==> src/rtl/adc_frame_pkg.sv <==
// Shared types and field positions for the ADC frame parser.
package adc_frame_pkg;

    localparam int unsigned CNT_W    = 32;
    localparam int unsigned STAT_W   = 16;
    localparam int unsigned GLBL_MSB = 63;
    localparam int unsigned GLBL_LSB = 32;
    localparam int unsigned ADC_MSB  = 31;
    localparam int unsigned ADC_LSB  = 0;

    typedef enum logic [1:0] {
        S_HDR  = 2'd0,
        S_PAY  = 2'd1,
        S_DROP = 2'd2
    } state_t;

    // Saturating increment for the statistics counters.
    function automatic logic [STAT_W-1:0] sat_inc(input logic [STAT_W-1:0] v);
        return (v == '1) ? v : v + STAT_W'(1);
    endfunction

endpackage

==> src/rtl/axis_last_hold_buffer.sv <==
// One-word output hold buffer; tlast can be attached after the word is loaded.
module axis_last_hold_buffer #(
    parameter int unsigned WIDTH = 64
) (
    input  logic             aclk,
    input  logic             aresetn,
    input  logic             load,
    input  logic [WIDTH-1:0] load_data,
    input  logic             pop,
    input  logic             set_last,
    output logic             buf_valid,
    output logic [WIDTH-1:0] buf_data,
    output logic             buf_last
);

    // Load wins over pop (drain and refill in one cycle); set_last only tags a word that stays.
    always_ff @(posedge aclk or negedge aresetn) begin
        if (!aresetn) begin
            buf_valid <= 1'b0;
            buf_data  <= '0;
            buf_last  <= 1'b0;
        end else if (load) begin
            buf_valid <= 1'b1;
            buf_data  <= load_data;
            buf_last  <= 1'b0;
        end else if (pop) begin
            buf_valid <= 1'b0;
            buf_last  <= 1'b0;
        end else if (set_last && buf_valid) begin
            buf_last  <= 1'b1;
        end
    end

endmodule

==> src/rtl/adc_frame_parser.sv <==
// Strips header/trailer from framed ADC beats, re-emits payload with tlast, checks counters.
module adc_frame_parser
    import adc_frame_pkg::*;
#(
    parameter int unsigned DATA_WIDTH        = 64,
    parameter int unsigned MAX_PAYLOAD_WORDS = 4096,
    parameter int unsigned CNT_OFFSET        = 1
) (
    input  logic                  aclk,
    input  logic                  aresetn,
    input  logic [DATA_WIDTH-1:0] s_axis_tdata,
    input  logic                  s_axis_tvalid,
    input  logic                  s_axis_tlast,
    output logic                  s_axis_tready,
    output logic [DATA_WIDTH-1:0] m_axis_tdata,
    output logic                  m_axis_tvalid,
    output logic                  m_axis_tlast,
    input  logic                  m_axis_tready,
    input  logic                  clear_stats,
    output logic [CNT_W-1:0]      hdr_glbl_cnt,
    output logic [CNT_W-1:0]      hdr_adc_cnt,
    output logic [CNT_W-1:0]      trl_glbl_cnt,
    output logic [CNT_W-1:0]      trl_adc_cnt,
    output logic [CNT_W-1:0]      payload_len,
    output logic                  frame_done,
    output logic                  err_runt,
    output logic                  err_count_mismatch,
    output logic                  err_overlength,
    output logic [STAT_W-1:0]     frame_count,
    output logic [STAT_W-1:0]     error_count
);

    state_t           state;
    state_t           state_nxt;
    logic [CNT_W-1:0] pay_cnt;
    logic [CNT_W-1:0] exp_cnt_c;
    logic [CNT_W-1:0] len_c;
    logic             ready_c;
    logic             ovl_beat_c;
    logic             hdr_load_c;
    logic             trl_load_c;
    logic             buf_load_c;
    logic             close_buf_c;
    logic             done_c;
    logic             runt_c;
    logic             mism_c;
    logic             ovl_c;
    logic             buf_valid;
    logic             buf_last;
    logic             buf_pop_c;

    // Hold buffer between the input and the payload stream.
    axis_last_hold_buffer #(
        .WIDTH (DATA_WIDTH)
    ) u_hold (
        .aclk      (aclk),
        .aresetn   (aresetn),
        .load      (buf_load_c),
        .load_data (s_axis_tdata),
        .pop       (buf_pop_c),
        .set_last  (close_buf_c),
        .buf_valid (buf_valid),
        .buf_data  (m_axis_tdata),
        .buf_last  (buf_last)
    );

    assign buf_pop_c     = buf_valid && m_axis_tready;
    assign m_axis_tvalid = buf_valid;
    // Closing beat tags the buffered word combinationally so it can leave in the same cycle.
    assign m_axis_tlast  = buf_last || (buf_valid && close_buf_c);
    // Ready is forced low while reset is held so the source sees no acceptance.
    assign s_axis_tready = ready_c && aresetn;

    // State register.
    always_ff @(posedge aclk or negedge aresetn) begin
        if (!aresetn) begin
            state <= S_HDR;
        end else begin
            state <= state_nxt;
        end
    end

    // Next-state, input ready and per-beat control decode.
    // Zero payload is judged by pay_cnt: the buffer may still hold the previous frame's last word.
    always_comb begin
        state_nxt   = state;
        ready_c     = 1'b0;
        hdr_load_c  = 1'b0;
        trl_load_c  = 1'b0;
        buf_load_c  = 1'b0;
        close_buf_c = 1'b0;
        done_c      = 1'b0;
        runt_c      = 1'b0;
        mism_c      = 1'b0;
        ovl_c       = 1'b0;
        len_c       = pay_cnt;
        ovl_beat_c  = s_axis_tvalid && !s_axis_tlast
                      && (pay_cnt == CNT_W'(MAX_PAYLOAD_WORDS));
        exp_cnt_c   = s_axis_tdata[ADC_MSB:ADC_LSB] - hdr_adc_cnt - CNT_W'(CNT_OFFSET);
        case (state)
            S_HDR: begin
                ready_c = 1'b1;
                len_c   = '0;
                if (s_axis_tvalid) begin
                    if (s_axis_tlast) begin
                        done_c = 1'b1;
                        runt_c = 1'b1;
                    end else begin
                        hdr_load_c = 1'b1;
                        state_nxt  = S_PAY;
                    end
                end
            end
            S_PAY: begin
                if (s_axis_tvalid && s_axis_tlast) begin
                    ready_c     = 1'b1;
                    trl_load_c  = 1'b1;
                    done_c      = 1'b1;
                    runt_c      = (pay_cnt == '0);
                    mism_c      = (pay_cnt != '0) && (exp_cnt_c != pay_cnt);
                    close_buf_c = (pay_cnt != '0);
                    state_nxt   = S_HDR;
                end else if (ovl_beat_c) begin
                    ready_c     = 1'b1;
                    done_c      = 1'b1;
                    ovl_c       = 1'b1;
                    close_buf_c = 1'b1;
                    state_nxt   = S_DROP;
                end else begin
                    ready_c    = !buf_valid || m_axis_tready;
                    buf_load_c = s_axis_tvalid && ready_c;
                end
            end
            S_DROP: begin
                ready_c = 1'b1;
                if (s_axis_tvalid && s_axis_tlast) begin
                    state_nxt = S_HDR;
                end
            end
            default: begin
                state_nxt = S_HDR;
            end
        endcase
    end

    // Header/trailer capture, payload counting, frame status and statistics.
    always_ff @(posedge aclk or negedge aresetn) begin
        if (!aresetn) begin
            hdr_glbl_cnt       <= '0;
            hdr_adc_cnt        <= '0;
            trl_glbl_cnt       <= '0;
            trl_adc_cnt        <= '0;
            pay_cnt            <= '0;
            payload_len        <= '0;
            frame_done         <= 1'b0;
            err_runt           <= 1'b0;
            err_count_mismatch <= 1'b0;
            err_overlength     <= 1'b0;
            frame_count        <= '0;
            error_count        <= '0;
        end else begin
            if (hdr_load_c) begin
                hdr_glbl_cnt <= s_axis_tdata[GLBL_MSB:GLBL_LSB];
                hdr_adc_cnt  <= s_axis_tdata[ADC_MSB:ADC_LSB];
                pay_cnt      <= '0;
            end else if (buf_load_c) begin
                pay_cnt <= pay_cnt + CNT_W'(1);
            end
            if (trl_load_c) begin
                trl_glbl_cnt <= s_axis_tdata[GLBL_MSB:GLBL_LSB];
                trl_adc_cnt  <= s_axis_tdata[ADC_MSB:ADC_LSB];
            end
            frame_done <= done_c;
            if (done_c) begin
                payload_len        <= len_c;
                err_runt           <= runt_c;
                err_count_mismatch <= mism_c;
                err_overlength     <= ovl_c;
            end
            if (clear_stats) begin
                frame_count <= '0;
                error_count <= '0;
            end else if (done_c) begin
                frame_count <= sat_inc(frame_count);
                if (runt_c || mism_c || ovl_c) begin
                    error_count <= sat_inc(error_count);
                end
            end
        end
    end

endmodule

==> config.mk <==
export PLATFORM = sky130hd
export DESIGN_NAME = adc_frame_parser
export DESIGN_NICKNAME = d
export VERILOG_FILES = /design/src/rtl/adc_frame_pkg.sv /design/src/rtl/axis_last_hold_buffer.sv /design/src/rtl/adc_frame_parser.sv
export SDC_FILE = /design/constraint.sdc
export NUM_CORES = 1
export LEC_CHECK = 0
export BUFFER_PORTS_ARGS = -buffer_cell sky130_fd_sc_hd__buf_4
export CELL_PAD_IN_SITES_DETAIL_PLACEMENT = 0
export CELL_PAD_IN_SITES_GLOBAL_PLACEMENT = 1
export CORE_MARGIN = 3
export CORE_UTILIZATION = 38
export CTS_CLUSTER_SIZE = 16
export DETAILED_ROUTE_END_ITERATION = 6
export HOLD_SLACK_MARGIN = 0.15
export PLACE_DENSITY_LB_ADDON = 0.1
export SETUP_SLACK_MARGIN = 0.05
export SKIP_CTS_REPAIR_TIMING = 1
export SYNTH_ARGS = -nofsm -noshare
export SYNTH_HDL_FRONTEND = slang
export SYNTH_SLANG_ARGS = --single-unit
==> constraint.sdc <==
create_clock -name aclk -period 3.9 [get_ports aclk]
set_clock_uncertainty 0.15 [all_clocks]
set_input_delay 0.585 -clock aclk [delete_from_list [all_inputs] [get_ports aclk]]
set_output_delay 0.585 -clock aclk [all_outputs]
set_load 0.05 [all_outputs]
# Word level (Yosys, flattened, before mapping)
# Index checks and enable logic that the tools add are counted.
dict set report word_totals {
  elab_cells 104
  out_inout_bits 263
  latchBits 0
  n_memories 0
  ramBits 0
  rom_bits 0
  in_bits 70
  ff_bits 296
}
dict set report op_classes {
  reduce_logical 26
  bitwise 0
  shift 0
  addsub 5
  n_lt_le_gt_ge 0
  div_mod_pow 0
  mux 45
  eq_ne 12
  multipliers 0
}
# cell n
set ops {}
lappend ops {{$mux 16} 7}
lappend ops {{$mux 32} 3}
lappend ops {{$add 16x1->16 const B} 2}
lappend ops {{$add 32x1->32 const B} 1}
lappend ops {{$eq 16x16->1 const B} 2}
lappend ops {{$eq 32x13->1 const B} 1}
lappend ops {{$logic_not 32->1} 1}
lappend ops {{$ne 32x32->1} 1}
lappend ops {{$reduce_bool 32->1} 1}
lappend ops {{$sub 32x1->32 const B} 1}
lappend ops {{$sub 32x32->32} 1}
lappend ops {{$mux 1} 26}
lappend ops {{$mux 2} 5}
lappend ops {{$ne 2x2->1 const B} 5}
lappend ops {{$logic_and 1x1->1} 8}
lappend ops {{$reduce_bool 2->1} 4}
lappend ops {{$pmux 1 s2} 3}
lappend ops {{$pmux 2 s3} 1}
lappend ops {{$logic_or 1x1->1} 4}
lappend ops {{$reduce_and 4->1} 1}
lappend ops {{$ne 3x3->1 const B} 1}
lappend ops {{$reduce_and 3->1} 1}
lappend ops {{$reduce_bool 3->1} 1}
lappend ops {{$eq 2x1->1 const B} 1}
lappend ops {{5 further kinds} 6}

# Longest topological paths before layout
# Gate-level depths: netlist of the first run.
dict set report depth {
  word_depth 11
  mapped_depth 15
}

# Hierarchy
# From an unflattened synthesis of the first run, not the netlist that was laid out.
dict set report hier_totals {
  hier_cells 1375
  hier_area_um2 15079.5
}
# module n_inst area_per_inst_um2 cells_each
set by_module_without_submodules {}
lappend by_module_without_submodules {adc_frame_parser 1 12477.0 1234}
lappend by_module_without_submodules {axis_last_hold_buffer 1 2602.5 141}

# Worst setup path after synthesis of the first run
# OpenSTA, ideal clock, no wires.
dict set report synth_path {
  path_kind {flip-flop to flip-flop}
  from {register hdr_adc_cnt[0]}
  to {register error_count[11]}
  period_less_slack_ns 3.917
  required_time_ns 3.623
  path_stages_with_launch 14
  setup_slack_ns -0.017
  arrival_ns 3.639
  setup_ns 0.127
  path_cell_list {dfrtp_1 -> inv_1 -> ha_1 -> inv_1 -> fa_1 -> nand2b_1 -> a21oi_1 -> o21ai_1 -> a221o_1 -> a2111oi_0 -> nand4_1 -> nor4_4 -> and3b_1 -> mux2_1}
}
dict set report synth_via {
  elab_chain_len 10
}
# element line
set synth_lines {}
lappend synth_lines {{from (decl)} adc_frame_parser.sv:21} ;# output logic [CNT_W-1:0] hdr_adc_cnt,
lappend synth_lines {{from (signal assigned)} adc_frame_parser.sv:164} ;# hdr_adc_cnt <= s_axis_tdata[ADC_MSB:ADC_LSB];
lappend synth_lines {{$sub 32x32->32} adc_frame_parser.sv:99} ;# exp_cnt_c = s_axis_tdata[ADC_MSB:ADC_LSB] - hdr_adc_cnt - CNT_W'(CNT_OFFSET);
lappend synth_lines {{$sub 32x1->32} adc_frame_parser.sv:99}
lappend synth_lines {{$ne 32x32->1} adc_frame_parser.sv:120} ;# mism_c = (pay_cnt != '0) && (exp_cnt_c != pay_cnt);
lappend synth_lines {{$logic_and 1x1->1} adc_frame_parser.sv:120}
lappend synth_lines {{$mux 1} adc_frame_parser.sv:115} ;# if (s_axis_tvalid && s_axis_tlast) begin
lappend synth_lines {{$mux 1} adc_frame_parser.sv:100} ;# case (state)
lappend synth_lines {{$logic_or 1x1->1 (2 in a row)} adc_frame_parser.sv:185} ;# if (runt_c || mism_c || ovl_c) begin
lappend synth_lines {{$reduce_bool 2->1 (no line)} n/a}
lappend synth_lines {{$reduce_and 3->1 (no line)} n/a}
lappend synth_lines {{to (signal assigned)} adc_frame_parser.sv:186} ;# error_count <= sat_inc(error_count);
lappend synth_lines {{to (decl)} adc_frame_parser.sv:30} ;# output logic [STAT_W-1:0] error_count
# No other way between the ends.
# A chain may end at the register's enable or synchronous reset.

# Worst setup path in the final report of the first run
dict set report layout_path {
  from {register hdr_adc_cnt[0]}
  to {register error_count[7]}
}
# Same word-level chain as after synthesis.

==> flow_summary.json, run 1 <==
{
  "r2r_setup_slack_ns": 0.1,
  "synth.yosys.seq_area_share_pct": 51.13,
  "core_area_sq_mm": 0.03705,
  "final.fill_count": 3437,
  "groute.layer.met2.usage_pct": 36.78,
  "grt_overflow_total": 0,
  "first_pass_grt_wire_length_um": 72320,
  "holdCritPathClass": "input pin to register",
  "cp_data_required_time_ns": 4.18,
  "synth_async_sr_flop_share_pct": 100.0,
  "r2r_cells": 17,
  "whs_ns": 0.1229,
  "syn_nets": 1565,
  "io_pins": 333,
  "via_per_inst": 5.036,
  "place.gp.congestion": 0.8956,
  "via_count": 12464,
  "global_route.peak_usage_layer": "met2",
  "grt_max_degree": 150,
  "numCtsBuffers": 35,
  "critical_path.max_fanout": 7,
  "maxCapViolations": 0,
  "startpoint": "hdr_adc_cnt[0]$_DFFE_PN0P_",
  "max-vdd-ir-drop_uv": 453.5,
  "finalCoreUtilization_pct": 54.73,
  "synth_top_cell_by_area": "sky130_fd_sc_hd__dfrtp_1",
  "crit_path_end": "error_count[7]$_DFFE_PN0P_",
  "clock_power_share_pct": 23.3,
  "status": "finished, final reports clean",
  "worstSetupEndpointType": "register",
  "unrepaired_setup_endpoints_after_global_routing": "true",
  "synth-adder-area-share_pct": 3.161,
  "final-setup-viol-count": 0,
  "row_count": 70,
  "power.switching_w": 0.005685,
  "pd_cells_mw_per_mm2": 658.2,
  "p_comb_share_pct": 46.3,
  "drtAntennaViolNets": 0,
  "syn_inst": 1459,
  "synthDominantCellAreaShare_pct": 51.13,
  "share_seq_of_total_power_pct": 30.4,
  "critical_path.reg2reg.startpoint": "hdr_adc_cnt[0]$_DFFE_PN0P_",
  "worst_pin_slew_ns": 0.9048,
  "setup.worst_path.start_class": "register",
  "die_area_sq_mm": 0.04050,
  "grt_pass1_vias": 12771,
  "drtIter0Drc": 555,
  "finalHoldViolCount": 0,
  "synth_top_family_by_area": "simple AND/OR/NAND/NOR gates",
  "mostFrequentLayoutCell": "sky130_fd_sc_hd__buf_4",
  "post-route-min-period_ns": 3.805,
  "cts.sink_count": 296,
  "gr-usage-met3_pct": 6.358,
  "critical_path_arrival_ns": 4.08,
  "intPower_w": 0.007660,
  "dr.pass1.iters": 5,
  "dp_cells": 2369,
  "initial_core_utilization_pct": 39.11,
  "dp_hpwl_um": 33720,
  "cts.htree.levels": 2,
  "cellLeakagePower_nw": 9.777,
  "insertion_delay_ns": 0.54,
  "total_power_after_layout_w": 0.01334,
  "fmax_mhz": 262.8,
  "clkTransAtPathRegs_ns": 0.06,
  "met1_track_utilization_from_global_routing_pct": 28.32,
  "yosys_most_used_dff": "sky130_fd_sc_hd__dfrtp_1",
  "wl_per_cell_um": 18.48,
  "power.share.switching_pct": 42.60,
  "syn_area_sq_mm": 0.01449,
  "wl_um": 45740,
  "fp.dieW_um": 201.3,
  "max-clock-path-buffers": 3,
  "hold_path_depth": 3,
  "post_layout_nonfiller_instances": 2475,
  "regToRegEndpoint": "error_count[7]$_DFFE_PN0P_",
  "place.port_buffers": 332,
  "synth-xor-area-share_pct": 5.018,
  "timing_max_transition_violations_final": 0,
  "max-slew-margin-rel_pct": 39.68,
  "cts.root.buffer_cell": "sky130_fd_sc_hd__clkbuf_16",
  "fin_setup_tns_ns": 0,
  "finalNetCount": 2059,
  "groute.usage.overall_pct": 22.16,
  "yosys-top-cells-area": "sky130_fd_sc_hd__dfrtp_1 (51%), sky130_fd_sc_hd__mux2_2 (8.2%), sky130_fd_sc_hd__nand2_1 (7.7%), sky130_fd_sc_hd__ha_1 (3.0%), sky130_fd_sc_hd__xnor2_1 (2.7%)",
  "simple_gate_share_of_the_synthesized_area_pct": 17.69,
  "antenna_found_initial": 0,
  "layout-area-overhead-vs-synth_pct": 39.95,
  "drc": 0,
  "ys_seq_elements": 296,
  "timing.final.crit_share_pct": 97.55,
  "cts_tree": "built",
  "antenna_cells_inserted": 0,
  "syn_area_per_cell_sq_um": 9.930,
  "netlist-cell-type-count": 71,
  "final_layout_size_suffix_gt1_share_pct": 35.06,
  "synth_warnings": 0,
  "synth_compound_gate_area_share_pct": 10.80,
  "worstSetupPathType": "register to register",
  "die-height_um": 201.3,
  "synth_enable_flop_cells": 0,
  "synth_mux_area_share_pct": 8.740,
  "most_frequent_cells_in_the_layout": "sky130_fd_sc_hd__buf_4 (482), sky130_fd_sc_hd__nand2_1 (298), sky130_fd_sc_hd__dfrtp_1 (293), sky130_fd_sc_hd__mux2_2 (105), sky130_fd_sc_hd__nor2_1 (97)"
}
==> how the worst min path moves through the flow <==
stage	from	end
finish	s_axis_tdata[55]	u_hold.buf_data[55]$_DFFE_PN0P_
global placement	aresetn	u_hold.buf_data[3]$_DFFE_PN0P_
floorplan	aresetn	err_count_mismatch$_DFFE_PN0P_
detailed placement	aresetn	u_hold.buf_data[6]$_DFFE_PN0P_
CTS	aresetn	hdr_adc_cnt[13]$_DFFE_PN0P_
global route	s_axis_tdata[55]	trl_glbl_cnt[23]$_DFFE_PN0P_
==> routing by layer <==
metal | part of all wire, % | vias up
met2 | 48 | 292
met1 | 43 | 6095
li1 | - | 6023
met5 | 0 | -
met3 | 6.5 | 54
met4 | 2.3 | 0
==> cells in the mapped netlist (17+ instances only) <==
library cell,count
sky130_fd_sc_hd__xnor2_1,44
sky130_fd_sc_hd__a22o_1,33
sky130_fd_sc_hd__mux2_2,106
sky130_fd_sc_hd__nor2b_1,17
sky130_fd_sc_hd__nor2_1,97
sky130_fd_sc_hd__nand4_1,30
sky130_fd_sc_hd__inv_1,46
sky130_fd_sc_hd__dfrtp_1,296
sky130_fd_sc_hd__nand2_1,299
sky130_fd_sc_hd__nand3_1,24
sky130_fd_sc_hd__o21ai_0,70
sky130_fd_sc_hd__xor2_1,39
sky130_fd_sc_hd__clkbuf_1,62
sky130_fd_sc_hd__a21oi_1,60
sky130_fd_sc_hd__ha_1,35
==> power by group through the flow <==
stage | combinational (W) | clock, W | sequential [W]
floorplan | 0.00161 | 0 | 0.00626
global placement | 0.00609 | 0 | 0.00407
detailed placement | 0.00609 | 0 | 0.00410
CTS | 0.00611 | 0.00322 | 0.00406
global route | 0.00659 | 0.00334 | 0.00415
finish | 0.00618 | 0.00310 | 0.00406
==> area by class of cell <==
cell class,instances,area [sq um],share of cell area [%]
multi-input cells,1036,6761,33.35
repair buffers,538,4223,20.83
well taps,504,630.6,3.110
clock inverters,6,47.55,0.2345
flip-flops and latches,296,7411,36.55
clock buffers,49,1030,5.079
inverters,46,172.7,0.8516
==> sequential cells by signal, summed over array words and instances (netlist names) <==
name                cells
payload_len            32
hdr_glbl_cnt           32
err_count_mismatch      1
u_hold.buf_data        64
error_count            16
frame_done              1
hdr_adc_cnt            32
pay_cnt                32
trl_glbl_cnt           32
err_overlength          1
u_hold.buf_valid        1
frame_count            16
err_runt                1
state                   2
trl_adc_cnt            32
u_hold.buf_last         1
==> cell families (layout without fill, tap and decap cells) <==
| logic type | count (synthesis) | after routing |
|---|---|---|
| xor+xnor | 83 | 83 |
| mux | 113 | 113 |
| fa+ha+maj | 36 | 36 |
| simple gates | 563 | 563 |
| flops | 296 | 296 |
| buf+inv | 127 | 639 |
| compound gates | 241 | 241 |
==> per-stage QoR <==
step / area [sq um] / worst slack (ns)
final: 20280 / 0.09542
after detailed placement: 18520 / -0.4324
after global placement: 18520 / -0.3454
after global routing: 20280 / -0.1504
after CTS: 19600 / -0.2001
after floorplan: 14490 / 0.05059
==> critical path: stages, from the launching register on <==
cell and delay, ns:
sky130_fd_sc_hd__dfrtp_2 0.41, sky130_fd_sc_hd__inv_2 0.08, sky130_fd_sc_hd__ha_4 0.14, sky130_fd_sc_hd__inv_2 0.03
sky130_fd_sc_hd__fa_2 0.33, sky130_fd_sc_hd__nand2b_4 0.16, sky130_fd_sc_hd__a21oi_2 0.22, sky130_fd_sc_hd__o21ai_2 0.14
sky130_fd_sc_hd__o31ai_2 0.31, sky130_fd_sc_hd__xnor2_1 0.12, sky130_fd_sc_hd__a2111oi_1 0.36, sky130_fd_sc_hd__buf_4 0.19
sky130_fd_sc_hd__nand4_1 0.15, sky130_fd_sc_hd__nor4_4 0.27, sky130_fd_sc_hd__buf_6 0.16, sky130_fd_sc_hd__buf_8 0.13
sky130_fd_sc_hd__nor4_4 0.05, sky130_fd_sc_hd__mux2_4 0.30
Note: power is estimated with default switching activity, not from simulation.
==> inputs of run 2 (changes only) <==
--- a/config.mk
+++ b/config.mk
@@ -6,14 +6,11 @@
 export NUM_CORES = 1
 export LEC_CHECK = 0
 export BUFFER_PORTS_ARGS = -buffer_cell sky130_fd_sc_hd__buf_4
-export CELL_PAD_IN_SITES_DETAIL_PLACEMENT = 0
-export CELL_PAD_IN_SITES_GLOBAL_PLACEMENT = 1
 export CORE_MARGIN = 3
-export CORE_UTILIZATION = 38
+export CORE_UTILIZATION = 33
 export CTS_CLUSTER_SIZE = 16
 export DETAILED_ROUTE_END_ITERATION = 6
 export HOLD_SLACK_MARGIN = 0.15
-export PLACE_DENSITY_LB_ADDON = 0.1
 export SETUP_SLACK_MARGIN = 0.05
 export SKIP_CTS_REPAIR_TIMING = 1
 export SYNTH_ARGS = -nofsm -noshare
==> constraint.sdc (replaced) <==
create_clock -name aclk -period 4.2 [get_ports aclk]
set_clock_uncertainty 0.15 [all_clocks]
set_input_delay 0.63 -clock aclk [delete_from_list [all_inputs] [get_ports aclk]]
set_output_delay 0.63 -clock aclk [all_outputs]
set_load 0.05 [all_outputs]
==> flow_summary.json, run 2 (synthesized netlist as in run 1, its figures left out) <==
{
  "initial_core_utilization_pct": 33.48,
  "finalCoreUtilization_pct": 45.34,
  "fp.dieW_um": 215.5,
  "die-height_um": 215.5,
  "final-setup-viol-count": 0,
  "final_layout_size_suffix_gt1_share_pct": 33.07,
  "cts.sink_count": 296,
  "grt_overflow_total": 0,
  "via_count": 12272,
  "cp_data_required_time_ns": 4.46,
  "cts_tree": "built",
  "p_comb_share_pct": 45.2,
  "clkTransAtPathRegs_ns": 0.06,
  "power.switching_w": 0.005293,
  "r2r_setup_slack_ns": 0.23,
  "dr.pass1.iters": 5,
  "worstSetupPathType": "register to register",
  "drc": 0,
  "worst_min_path_start": "s_axis_tdata[55]",
  "place.gp.congestion": 0.8838,
  "max-slew-margin-rel_pct": 34.18,
  "most_frequent_cells_in_the_layout": "sky130_fd_sc_hd__buf_4 (442), sky130_fd_sc_hd__nand2_1 (298), sky130_fd_sc_hd__dfrtp_1 (296), sky130_fd_sc_hd__mux2_2 (106), sky130_fd_sc_hd__nor2_1 (97)",
  "die_area_sq_mm": 0.04645,
  "max-clock-path-buffers": 3,
  "worstSetupEndpointType": "register",
  "holdCritPathClass": "input pin to register",
  "finalNetCount": 1981,
  "drtAntennaViolNets": 0,
  "startpoint": "hdr_adc_cnt[0]$_DFFE_PN0P_",
  "critical_path.reg2reg.startpoint": "hdr_adc_cnt[0]$_DFFE_PN0P_",
  "worst_path_largest_cell_delay_ns": 0.43,
  "grt_max_degree": 146,
  "antenna_found_initial": 0,
  "cellLeakagePower_nw": 9.423,
  "critical_path_arrival_ns": 4.23,
  "wl_per_cell_um": 18.93,
  "total_power_after_layout_w": 0.01232,
  "max-vdd-ir-drop_uv": 547.3,
  "cts.root.buffer_cell": "sky130_fd_sc_hd__clkbuf_16",
  "core_area_sq_mm": 0.04327,
  "crit_path_cell_trace": "inv_1, ha_1, inv_1, fa_1, nand2b_4, buf_4, a21oi_1, xnor2_1, o311ai_1, or4_1, nor4_2, nand4_1, nor4_4, buf_4, and3b_1, mux2_1",
  "cts.htree.levels": 2,
  "max_ffs_per_register": 64,
  "fin_setup_tns_ns": 0,
  "critical_path.n_buffers_inverters": 4,
  "cpLargestDelayFamily": "simple AND/OR/NAND/NOR gates",
  "final.fill_count": 4175,
  "critical_path.max_fanout": 4,
  "groute.usage.overall_pct": 19.91,
  "status": "finished, final reports clean",
  "numCtsBuffers": 35,
  "insertion_delay_ns": 0.54,
  "place.port_buffers": 332,
  "wl_um": 47020,
  "clock_power_share_pct": 24.1,
  "first_pass_grt_wire_length_um": 73570,
  "via_per_inst": 4.940,
  "post_layout_nonfiller_instances": 2484,
  "unrepaired_setup_endpoints_after_global_routing": "false",
  "setup.worst_path.start_class": "register",
  "maxCapViolations": 0,
  "critical_path.slowest_cell": "sky130_fd_sc_hd__or4_1",
  "pd_cells_mw_per_mm2": 627.9,
  "max_flop_register": "u_hold.buf_data",
  "timing.final.crit_share_pct": 94.50,
  "layout-area-overhead-vs-synth_pct": 35.40,
  "mostFrequentLayoutCell": "sky130_fd_sc_hd__buf_4",
  "dp_cells": 2409,
  "dp_hpwl_um": 35360,
  "timing_max_transition_violations_final": 0,
  "fmax_mhz": 251.9,
  "intPower_w": 0.007024,
  "io_pins": 333,
  "grt_pass1_vias": 12662,
  "power.share.switching_pct": 42.97,
  "share_seq_of_total_power_pct": 30.7,
  "post-route-min-period_ns": 3.969,
  "antenna_cells_inserted": 0,
  "drtIter0Drc": 680,
  "finalHoldViolCount": 0,
  "row_count": 76,
  "worst_pin_slew_ns": 0.9873
}
==> run 2: metrics by stage <==
stage	worst slack, ns	instance area, sq um	hold slack (ns)
finish	0.2309	19620	0.1559
global route	0.04354	19620	0.1499
CTS	-0.03238	19440	-0.2091
detailed placement	-0.3037	18310	0.3135
global placement	-0.2611	18310	0.3092
floorplan	0.2833	14490	0.1844
==> run 2: routing by layer <==
metal,wire (um),global-route usage (%)
met1,20260,25.01
met2,22670,33.83
met3,3054,5.393
met4,1029,5.662
met5,0,0
==> run 2: final cells by class <==
type | count | area (sq um) | area share, %
Sequential cell | 296 | 7407 | 37.76
Clock buffer | 50 | 1023 | 5.217
Timing Repair Buffer | 460 | 3533 | 18.01
Tap cell | 585 | 732.0 | 3.731
Multi-Input combinational cell | 1036 | 6644 | 33.87
Inverter | 46 | 172.7 | 0.8802
Clock inverter | 11 | 103.9 | 0.5294
==> run 2: path summary, 6_finish.rpt <==
kind | endpoint | depth (start not counted)
min in group asynchronous | trl_glbl_cnt[1]$_DFFE_PN0P_ | 2
hold / removal | u_hold.buf_data[55]$_DFFE_PN0P_ | 3
setup reg to reg | error_count[11]$_DFFE_PN0P_ | 16
setup / recovery | error_count[11]$_DFFE_PN0P_ | 16
hold reg to reg | u_hold.buf_data[7]$_DFFE_PN0P_ | 2
max in group asynchronous | trl_glbl_cnt[26]$_DFFE_PN0P_ | 3
==> run 2: power by group through the flow <==
| stage | Combinational [W] | Sequential (W) | Clock, W |
|---|---|---|---|
| after floorplan | 0.00149 | 0.00581 | 0 |
| after global placement | 0.00554 | 0.00378 | 0 |
| after detailed placement | 0.00555 | 0.00381 | 0 |
| after CTS | 0.00557 | 0.00378 | 0.00307 |
| after global routing | 0.00592 | 0.00385 | 0.00320 |
| final | 0.00557 | 0.00378 | 0.00297 |
==> run 2: worst min-delay path: cells and delay by family <==
family | cells | cell delay, ns
buf+inv | 1 | 0.09
simple gates | 2 | 0.09
==> inputs of run 3 (changes only) <==
--- a/config.mk
+++ b/config.mk
@@ -7,10 +7,11 @@
 export LEC_CHECK = 0
 export BUFFER_PORTS_ARGS = -buffer_cell sky130_fd_sc_hd__buf_4
 export CORE_MARGIN = 3
-export CORE_UTILIZATION = 33
+export CORE_UTILIZATION = 50
 export CTS_CLUSTER_SIZE = 16
 export DETAILED_ROUTE_END_ITERATION = 6
 export HOLD_SLACK_MARGIN = 0.15
+export PLACE_DENSITY = 0.75
 export SETUP_SLACK_MARGIN = 0.05
 export SKIP_CTS_REPAIR_TIMING = 1
 export SYNTH_ARGS = -nofsm -noshare
==> flow_summary.json, run 3 (synthesized netlist as in run 1, its figures left out) <==
{
  "drtAntennaViolNets": 0,
  "core_area_sq_mm": 0.02816,
  "holdPathEnd": "u_hold.buf_data[35]$_DFFE_PN0P_",
  "regToRegEndpoint": "error_count[5]$_DFFE_PN0P_",
  "antenna_found_initial": 0,
  "wl_um": 42670,
  "gr-usage-met3_pct": 7.097,
  "worstSetupEndpointType": "register",
  "max-slew-margin-rel_pct": 34.05,
  "r2r_setup_slack_ns": 0.26,
  "fp.dieW_um": 176.2,
  "layout-area-overhead-vs-synth_pct": 30.98,
  "timing.final.crit_share_pct": 93.72,
  "grt_pass1_vias": 12482,
  "via_per_inst": 5.513,
  "finalNetCount": 1935,
  "cts_tree": "built",
  "unrepaired_setup_endpoints_after_global_routing": "true",
  "drc": 0,
  "max-vdd-ir-drop_uv": 611.8,
  "place.port_buffers": 332,
  "setup.worst_path.start_class": "register",
  "die_area_sq_mm": 0.03105,
  "final-setup-viol-count": 0,
  "pd_cells_mw_per_mm2": 645.6,
  "finalHoldViolCount": 0,
  "global_route.peak_usage_layer": "met2",
  "max_ffs_per_register": 64,
  "place.gp.congestion": 0.8950,
  "initial_core_utilization_pct": 51.44,
  "fmax_mhz": 254.0,
  "insertion_delay_ns": 0.51,
  "crit_path_cell_trace": "inv_1, ha_1, inv_1, fa_1, nand2b_1, a21oi_1, xnor2_1, o311ai_0, or4_1, nor4_2, nand4_1, nor4_4, buf_4, buf_4, nor4_1, mux2_2",
  "cts.htree.levels": 2,
  "clkTransAtPathRegs_ns": 0.06,
  "dr.pass1.iters": 7,
  "worst_path_largest_cell_delay_ns": 0.44,
  "groute.usage.overall_pct": 27.28,
  "max_flop_register": "u_hold.buf_data",
  "post-route-min-period_ns": 3.936,
  "max-clock-path-buffers": 3,
  "row_count": 61,
  "timing_max_transition_violations_final": 0,
  "place_worst_setup_slack_ns": -0.1807,
  "io_pins": 333,
  "hold_path_depth": 3,
  "mostFrequentLayoutCell": "sky130_fd_sc_hd__buf_4",
  "critical_path.reg2reg.startpoint": "hdr_adc_cnt[0]$_DFFE_PN0P_",
  "most_frequent_cells_in_the_layout": "sky130_fd_sc_hd__buf_4 (411), sky130_fd_sc_hd__nand2_1 (298), sky130_fd_sc_hd__dfrtp_1 (296), sky130_fd_sc_hd__mux2_2 (106), sky130_fd_sc_hd__nor2_1 (97)",
  "cts.sink_count": 296,
  "fin_setup_tns_ns": 0,
  "cellLeakagePower_nw": 9.232,
  "status": "finished, final reports clean",
  "cpLargestDelayFamily": "simple AND/OR/NAND/NOR gates",
  "critical_path.n_buffers_inverters": 4,
  "met1_track_utilization_from_global_routing_pct": 35.68,
  "critical_path_depth": 16,
  "setup_slack_of_the_critical_path_after_layout_ns": 0.2638,
  "grt_overflow_total": 0,
  "maxCapViolations": 0,
  "worst_min_path_start": "s_axis_tdata[35]",
  "grt_max_degree": 138,
  "final_layout_size_suffix_gt1_share_pct": 32.06,
  "wl_per_cell_um": 19.12,
  "via_count": 12300,
  "die-height_um": 176.2,
  "critical_path.max_fanout": 8,
  "antenna_cells_inserted": 0,
  "cp_data_required_time_ns": 4.44,
  "r2r_cells": 16,
  "cts.root.buffer_cell": "sky130_fd_sc_hd__clkbuf_16",
  "groute.layer.met2.usage_pct": 44.44,
  "worstSetupPathType": "register to register",
  "drtIter0Drc": 815,
  "holdCritPathClass": "input pin to register",
  "numCtsBuffers": 34,
  "first_pass_grt_wire_length_um": 68160,
  "critical_path_arrival_ns": 4.17,
  "worst_pin_slew_ns": 0.9892,
  "critical_path.slowest_cell": "sky130_fd_sc_hd__or4_1",
  "dp_hpwl_um": 31440
}
run 3: changes by cell type in the layout (fill, tap and decap cells not counted), sizes merged:
cell	previous run	this run
buf	446	414
dlygate4sd3	14	1
clkbuf	50	46
bufinv	1	4
clkinv	7	9
clkinvlp	2	0
run 3: layer usage:
metal	part of all wire, %	up-vias
met5	0	-
met4	3.5	0
met3	7.6	95
met2	47	405
met1	42	6017
li1	-	5783
run 3: report_power, final:
group / internal (W) / switching, W
sequential: 0.00344 / 0.000345
combinational: 0.00174 / 0.00368
clock: 0.00188 / 0.00118
run 3: final cells by class:
| class | instances | area [sq um] |
|---|---|---|
| fill | 2209 | 9188 |
| sequential | 296 | 7407 |
| multi-input combinational | 1036 | 6621 |
| timing repair buffer | 415 | 3151 |
| clock buffer | 46 | 977.2 |
| tap | 378 | 473.0 |
| clock inverter | 14 | 173.9 |
| inverter | 46 | 172.7 |
run 3: metrics by stage:
stage | utilization, % | cells | hold WS, ns | cell area [sq um] | power [W]
after floorplan | - | 1459 | 0.1844 | 14490 | 0.007306
after global placement | 63.17 | 2169 | 0.3096 | 17790 | 0.009148
after detailed placement | 63.17 | 2169 | 0.3138 | 17790 | 0.009216
after CTS | 67.26 | 2229 | -0.1523 | 18940 | 0.01232
after global routing | 67.38 | 2231 | 0.1672 | 18980 | 0.01281
final | 67.38 | 2231 | 0.1800 | 18980 | 0.01225
run 3: worst max-delay path by stage:
stage	start	to	slack [ns]
after floorplan	hdr_adc_cnt[0]$_DFFE_PN0P_	error_count[11]$_DFFE_PN0P_	0.28
after global placement	s_axis_tdata[0]	error_count[5]$_DFFE_PN0P_	-0.14
after detailed placement	s_axis_tdata[0]	error_count[7]$_DFFE_PN0P_	-0.18
after CTS	hdr_adc_cnt[0]$_DFFE_PN0P_	error_count[7]$_DFFE_PN0P_	0.07
after global routing	hdr_adc_cnt[0]$_DFFE_PN0P_	error_count[5]$_DFFE_PN0P_	0.05
final	hdr_adc_cnt[0]$_DFFE_PN0P_	error_count[5]$_DFFE_PN0P_	0.26
run 3: worst register-to-register path: stages, from the launching register on:
cell	delay (ns)
sky130_fd_sc_hd__dfrtp_1	0.38
sky130_fd_sc_hd__inv_1	0.08
sky130_fd_sc_hd__ha_1	0.17
sky130_fd_sc_hd__inv_1	0.06
sky130_fd_sc_hd__fa_1	0.37
sky130_fd_sc_hd__nand2b_1	0.20
sky130_fd_sc_hd__a21oi_1	0.17
sky130_fd_sc_hd__xnor2_1	0.20
sky130_fd_sc_hd__o311ai_0	0.17
sky130_fd_sc_hd__or4_1	0.44
sky130_fd_sc_hd__nor4_2	0.27
sky130_fd_sc_hd__nand4_1	0.22
sky130_fd_sc_hd__nor4_4	0.25
sky130_fd_sc_hd__buf_4	0.18
sky130_fd_sc_hd__buf_4	0.16
sky130_fd_sc_hd__nor4_1	0.07
sky130_fd_sc_hd__mux2_2	0.28
